==> src/rtl/mux2_rr_arbiter.sv <==
// Two-source valid/ready merger with round-robin arbitration and packet lock,
// feeding a single registered output stage. sel reports the source of the held beat.
module mux2_rr_arbiter #(
  parameter int unsigned WIDTH = 8
) (
  input  logic             clk,
  input  logic             rst,
  input  logic [WIDTH-1:0] a_data,
  input  logic             a_valid,
  input  logic             a_last,
  output logic             a_ready,
  input  logic [WIDTH-1:0] b_data,
  input  logic             b_valid,
  input  logic             b_last,
  output logic             b_ready,
  output logic [WIDTH-1:0] out_data,
  output logic             out_valid,
  output logic             out_last,
  input  logic             out_ready,
  output logic             sel
);

  typedef enum logic [1:0] {StIdle, StLockA, StLockB} state_t;

  state_t state;
  logic   prio;  // preferred source in StIdle: 0=A, 1=B
  logic   load;

  always_comb begin
    load    = out_ready | ~out_valid;
    a_ready = 1'b0;
    b_ready = 1'b0;
    // Readys are forced low during reset so nothing is accepted while held.
    if (!rst && load) begin
      case (state)
        StIdle: begin
          a_ready = a_valid & (~prio | ~b_valid);
          b_ready = b_valid & (prio | ~a_valid);
        end
        StLockA: a_ready = a_valid;
        StLockB: b_ready = b_valid;
        default: begin
          a_ready = 1'b0;
          b_ready = 1'b0;
        end
      endcase
    end
  end

  always_ff @(posedge clk or posedge rst) begin
    if (rst) begin
      state     <= StIdle;
      prio      <= 1'b0;
      out_data  <= '0;
      out_valid <= 1'b0;
      out_last  <= 1'b0;
      sel       <= 1'b0;
    end else if (load) begin
      if (a_ready) begin
        out_data  <= a_data;
        out_last  <= a_last;
        out_valid <= 1'b1;
        sel       <= 1'b0;
        if (a_last) begin
          state <= StIdle;
          prio  <= 1'b1;
        end else begin
          state <= StLockA;
        end
      end else if (b_ready) begin
        out_data  <= b_data;
        out_last  <= b_last;
        out_valid <= 1'b1;
        sel       <= 1'b1;
        if (b_last) begin
          state <= StIdle;
          prio  <= 1'b0;
        end else begin
          state <= StLockB;
        end
      end else begin
        out_valid <= 1'b0;
      end
    end
  end

endmodule

==> config.mk <==
export PLATFORM = sky130hd
export DESIGN_NAME = mux2_rr_arbiter
export DESIGN_NICKNAME = d
export VERILOG_FILES = /design/src/rtl/mux2_rr_arbiter.sv
export SDC_FILE = /design/constraint.sdc
export NUM_CORES = 1
export LEC_CHECK = 0
export BUFFER_PORTS_ARGS = -buffer_cell sky130_fd_sc_hd__buf_4
export CORE_MARGIN = 2
export CORE_UTILIZATION = 45
export DETAILED_ROUTE_END_ITERATION = 8
export PLACE_DENSITY = 0.89
export SLEW_MARGIN = 20
export SYNTH_ARGS = -nofsm -noshare
export SYNTH_HDL_FRONTEND = slang
export SYNTH_SLANG_ARGS = --single-unit
==> constraint.sdc <==
create_clock -name clk -period 4.1 [get_ports clk]
set_clock_uncertainty 0.1 [all_clocks]
set_input_delay 0.615 -clock clk [delete_from_list [all_inputs] [get_ports clk]]
set_output_delay 0.615 -clock clk [all_outputs]
set_load 0.02 [all_outputs]
==> results_dict.tcl, run 1 <==
set metrics [dict create \
    status "finished clean" \
    crit_buf_inv 1 \
    period_share 0.556 \
    dr.pass1.iters 2 \
    start_util 0.475 \
    leakagePower_nw 0.464 \
    cts_tree "done" \
    clockBufferDepth 2 \
    diodes 0 \
    peakVddDrop_uv 398 \
    cp_slowest_cell "nor4_2" \
    layout_common_cells "buf_4, dfrtp_1, nor2_1, mux2i_1, a21oi_2" \
    hpwl_mm 1.24 \
    syn_to_final_growth_pct 43.0 \
    relSlewSlack 0.489 \
    crit_arrival_ns 1.56 \
    syn_avg_cell_area_um2 12.0 \
    io_pins 36 \
    drtIter0Drc 5 \
    drv_cap 0 \
    clk_latency_ns 0.28 \
    overflow 0 \
    track_usage 0.176 \
    finalHoldViolCount 0 \
    slowest_delay_ns 0.43 \
    antenna_found_initial 0 \
    yosys_warnings 0 \
    layout_commonest_cell "buf_4" \
    final_layout_size_suffix_gt1_frac 0.536 \
    root_buffer "clkbuf_4" \
    crit_fanout 4 \
    total_power_w 0.000670 \
    holdWs_ns 0.318 \
    numPortBuffers 35 \
    cts_hold_buf 0 \
    rsz0062_at_grt "no" \
    pre_cts_ws_ns 1.88 \
    synthCells 59 \
    crit_chain "nand2b_1, nor4_2, buf_4" \
    worst_pin_slew_ns 0.764 \
    synthesis.area_um2 707 \
    die_w_um 43.6 \
    ys_types 20 \
    critical_path_class "register to output port" \
    end_kind "output port" \
    wl_per_cell_um 13.7 \
    totalWireLength_mm 1.55 \
    cts_sinks 14 \
    maxSlewViolCount 0 \
    cp.required_ns 3.38 \
    drt_drc_violations_left 0 \
    grt_pass1_wl_mm 2.39 \
    nets 121 \
    post_drt_via_cell_ratio 5.16 \
    final_core_util 0.679 \
    grt_max_degree 19 \
    synth_seq_area_share 0.496 \
    grt_pass1_vias 595 \
    gp_congestion 0.768 \
    num_rows 14 \
    setup-tns-final_ns 0 \
    dieArea_mm2 0.00190 \
    path_clk_slew_ns 0.09 \
    htreeDepth 1 \
    setup_viol 0 \
    start_kind "register" \
    ant_nets 0 \
    vias 583 \
    synthesis.nets 82 \
    period_minus_slack_ns 2.28 \
    worst_slack_ns 1.82 \
    die_h_um 43.6 \
    cts_made_buffers 3 \
    max_freq_ghz 0.439 \
    holdCritPathClass "primary input to async pin" \
    ys_ff_latch 14 \
    cts_resized 0 \
    fp.coreArea_mm2 0.00149 \
    crit_family "simple AND/OR/NAND/NOR gates" \
    post_cts_buffers 0 \
    cellPowerDensity_mw_per_mm2 663 \
]
-- worst paths after layout --
kind,depth (start not counted),slack (ns),end,start
worst max-delay path,3,1.82,b_ready,state[0]
worst min-delay path,2,0.32,out_data[4],rst
worst max register to register,4,2.28,out_last,state[0]
worst min register to register,2,0.42,sel,sel
max in group asynchronous,2,3.22,out_last,rst
min in group clk,2,0.42,sel,sel
-- cells in the mapped netlist --
cell type,n,area [µm²]
dfrtp_1,14,350
nor2_1,10,37.5
mux2i_1,8,80.1
a21oi_2,5,43.8
a21oi_1,3,15.0
buf_6,2,22.5
nand2_1,2,7.51
nand2b_1,2,12.5
o21a_1,2,15.0
a211oi_4,1,20.0
a22o_2,1,10.0
and3b_1,1,8.76
inv_1,1,3.75
nand2b_4,1,13.8
nand3_1,1,5.00
nor2b_4,1,13.8
nor3b_1,1,7.51
nor4_2,1,12.5
nor4_4,1,21.3
or2_2,1,6.26
-- layer usage --
metal | GRT usage | vias to the layer above | wire length, µm
met2 | 0.318 | 25 | 818
li1 | - | 284 | -
met4 | 0.0727 | 0 | 33
met3 | 0.0583 | 4 | 130
met1 | 0.184 | 270 | 562
met5 | 0 | - | 0
-- kinds of logic after synthesis --
group	share of synthesized area
mux	0.113
compound gates	0.147
flops	0.496
simple gates	0.207
buf+inv	0.0372
-- registers in the layout (all words and copies together), names as in the netlist --
register	cells
prio	1
out_valid	1
out_last	1
out_data	8
state	2
sel	1
-- through the flow --
step	std cells	cell area, µm²
after floorplan	59	707
after global placement	109	975
after detailed placement	109	975
after CTS	113	1010
after global routing	113	1010
final	113	1010
-- power by group --
group	total (W)	internal, W	switching [W]
sequential	0.000243	0.000204	0.0000398
combinational	0.000329	0.000156	0.000173
clock	0.0000977	0.0000540	0.0000437
-- layout make-up --
type | count | area [µm²]
Clock buffer | 4 | 36.3
Sequential cell | 14 | 350
Multi-Input combinational cell | 42 | 330
Timing Repair Buffer | 36 | 270
Fill cell | 116 | 478
Tap cell | 16 | 20.0
Inverter | 1 | 3.75
No activity file was read; power rests on OpenSTA's default activity.
==> inputs of run 2 (changes only) <==
--- a/config.mk
+++ b/config.mk
@@ -7,9 +7,9 @@
 export LEC_CHECK = 0
 export BUFFER_PORTS_ARGS = -buffer_cell sky130_fd_sc_hd__buf_4
 export CORE_MARGIN = 2
-export CORE_UTILIZATION = 45
+export CORE_UTILIZATION = 39
 export DETAILED_ROUTE_END_ITERATION = 8
-export PLACE_DENSITY = 0.89
+export PLACE_DENSITY = 0.83
 export SLEW_MARGIN = 20
 export SYNTH_ARGS = -nofsm -noshare
 export SYNTH_HDL_FRONTEND = slang
==> constraint.sdc (replaced) <==
create_clock -name clk -period 1.9 [get_ports clk]
set_clock_uncertainty 0.1 [all_clocks]
set_input_delay 0.285 -clock clk [delete_from_list [all_inputs] [get_ports clk]]
set_output_delay 0.285 -clock clk [all_outputs]
set_load 0.02 [all_outputs]
==> run 2 against run 1 <==
Against the previous run: sequential cell count did not move; final cell count rose by 16%; count of clock-buffer cells in the layout did not move; sequential power rose by 110%; critical path depth did not move; first-iteration DRC count rose by 40%; non-clock buffer count rose by 9; hold slack got worse by 0.32 ns; critical path type unchanged; critical endpoint unchanged; largest cell class unchanged; highest routed layer is now met3.
==> results_dict.tcl, run 2 (same netlist as run 1, synthesis figures left out) <==
set metrics [dict create \
    period_share 0.950 \
    relSlewSlack 0.646 \
    track_usage 0.136 \
    dr_wl_met3_um 102 \
    rsz0062_at_grt "no" \
    totalWireLength_mm 1.47 \
    dr.max_layer_used "met3" \
    reg2regPathDepth 5 \
    crit_fanout 3 \
    fp.coreArea_mm2 0.00171 \
    pre_cts_ws_ns 0.256 \
    path_clk_slew_ns 0.09 \
    top_register "out_data" \
    drv_cap 0 \
    crit_arrival_ns 1.42 \
    setup_viol 0 \
    largest_register_ffs 8 \
    m1WireLength_um 619 \
    cts_hold_buf 0 \
    antenna_found_initial 0 \
    num_rows 15 \
    overflow 0 \
    finalHoldViolCount 0 \
    leakagePower_nw 0.513 \
    hpwl_mm 1.08 \
    die_h_um 46.6 \
    gp_congestion 0.664 \
    start_util 0.414 \
    nets 130 \
    die_w_um 46.6 \
    cp_slowest_cell "dfrtp_1" \
    cts_tree "done" \
    final_layout_size_suffix_gt1_frac 0.575 \
    cts_made_buffers 3 \
    top_regs "out_data x8, state x2" \
    clk_latency_ns 0.27 \
    io_pins 36 \
    layout_common_cells "buf_4, dfrtp_1, nor2_1, mux2i_1, a21oi_2" \
    grt_pass1_vias 524 \
    slowest_delay_ns 0.39 \
    holdCritPathClass "primary input to async pin" \
    vias 605 \
    total_power_w 0.00149 \
    met2WireLength_um 743 \
    root_buffer "clkbuf_4" \
    clockBufferDepth 2 \
    syn_to_final_growth_pct 55.9 \
    htreeDepth 1 \
    wl_per_cell_um 11.2 \
    diodes 0 \
    setup-tns-final_ns 0 \
    fin_area_mm2 0.00110 \
    max_freq_ghz 0.554 \
    dieArea_mm2 0.00217 \
    cellPowerDensity_mw_per_mm2 1350 \
    grt_pass1_wl_mm 2.11 \
    grt_max_degree 19 \
    cts_sinks 14 \
    reg2reg_from "state[0]" \
    drtIter0Drc 7 \
    numPortBuffers 35 \
    worst_slack_ns 0.0959 \
    start_kind "register" \
    post_drt_via_cell_ratio 4.62 \
    critical_path_class "register to output port" \
    worst_pin_slew_ns 0.531 \
    drt_drc_violations_left 0 \
    status "finished clean" \
    layout_commonest_cell "buf_4" \
    crit_chain "nand2b_1, nor4_4, buf_4" \
    final_core_util 0.645 \
    cp.required_ns 1.51 \
    ant_nets 0 \
    end_kind "output port" \
    reg2reg_slack_ns 0.26 \
    period_minus_slack_ns 1.80 \
    placed_cell_area_um2 993 \
    peakVddDrop_uv 723 \
    r2r-end "prio" \
    maxSlewViolCount 0 \
    dr.pass1.iters 3 \
]
-- run 2: changes by cell type in the layout (fill, tap and decap cells not counted), sizes merged --
cell,change
buf,+9
-- run 2: through the flow --
stage	hold WS (ns)	std cells
after floorplan	0.0742	59
after global placement	0.304	119
after detailed placement	0.302	119
after CTS	0.0112	123
after global routing	0.0390	131
final	0.00212	131
-- run 2: worst max-delay path by stage --
| stage | from | to |
|---|---|---|
| 2_1_floorplan | out_valid | prio |
| 3_3_place_gp | state[0] | prio |
| 3_5_place_dp | state[0] | prio |
| 4_1_cts | state[1] | a_ready |
| 5_1_grt | state[0] | b_ready |
| 6_report | state[0] | b_ready |
-- run 2: per-layer routing --
metal  global-route usage  vias to the layer above
met1                0.176                      285
met3               0.0314                        0
met4               0.0343                        0
li1                     -                      298
met5                    0                        -
met2                0.228                       22
-- run 2: final cells by class --
class                      instances  area, µm²
timing repair buffer              45        342
tap                               25       31.3
sequential                        14        350
multi-input combinational         42        339
inverter                           1       3.75
fill                             143        606
clock buffer                       4       36.3
-- run 2: repair_timing --
item | CTS | global route
buffers inserted | 0 | 8
hold endpoints to repair | 0 | 0
setup endpoints to repair | 2 | 2
resized for setup | 2 | 0
pin swaps | 0 | 1
cloned | 0 | 0
-- run 2: critical path: cells and delay by family (launching register included) --
kind	cells	cell delay, ns
buffers and inverters	1	0.19
and+or+nand+nor	2	0.56
DFF	1	0.39
-- run 2: report_power, final --
group	total, W	switching [W]	leakage [nW]	internal [W]
clock	0.000210	0.0000939	0.0210	0.000116
combinational	0.000762	0.000383	0.334	0.000380
sequential	0.000516	0.0000771	0.158	0.000439
total	0.00149	0.000554	0.513	0.000935
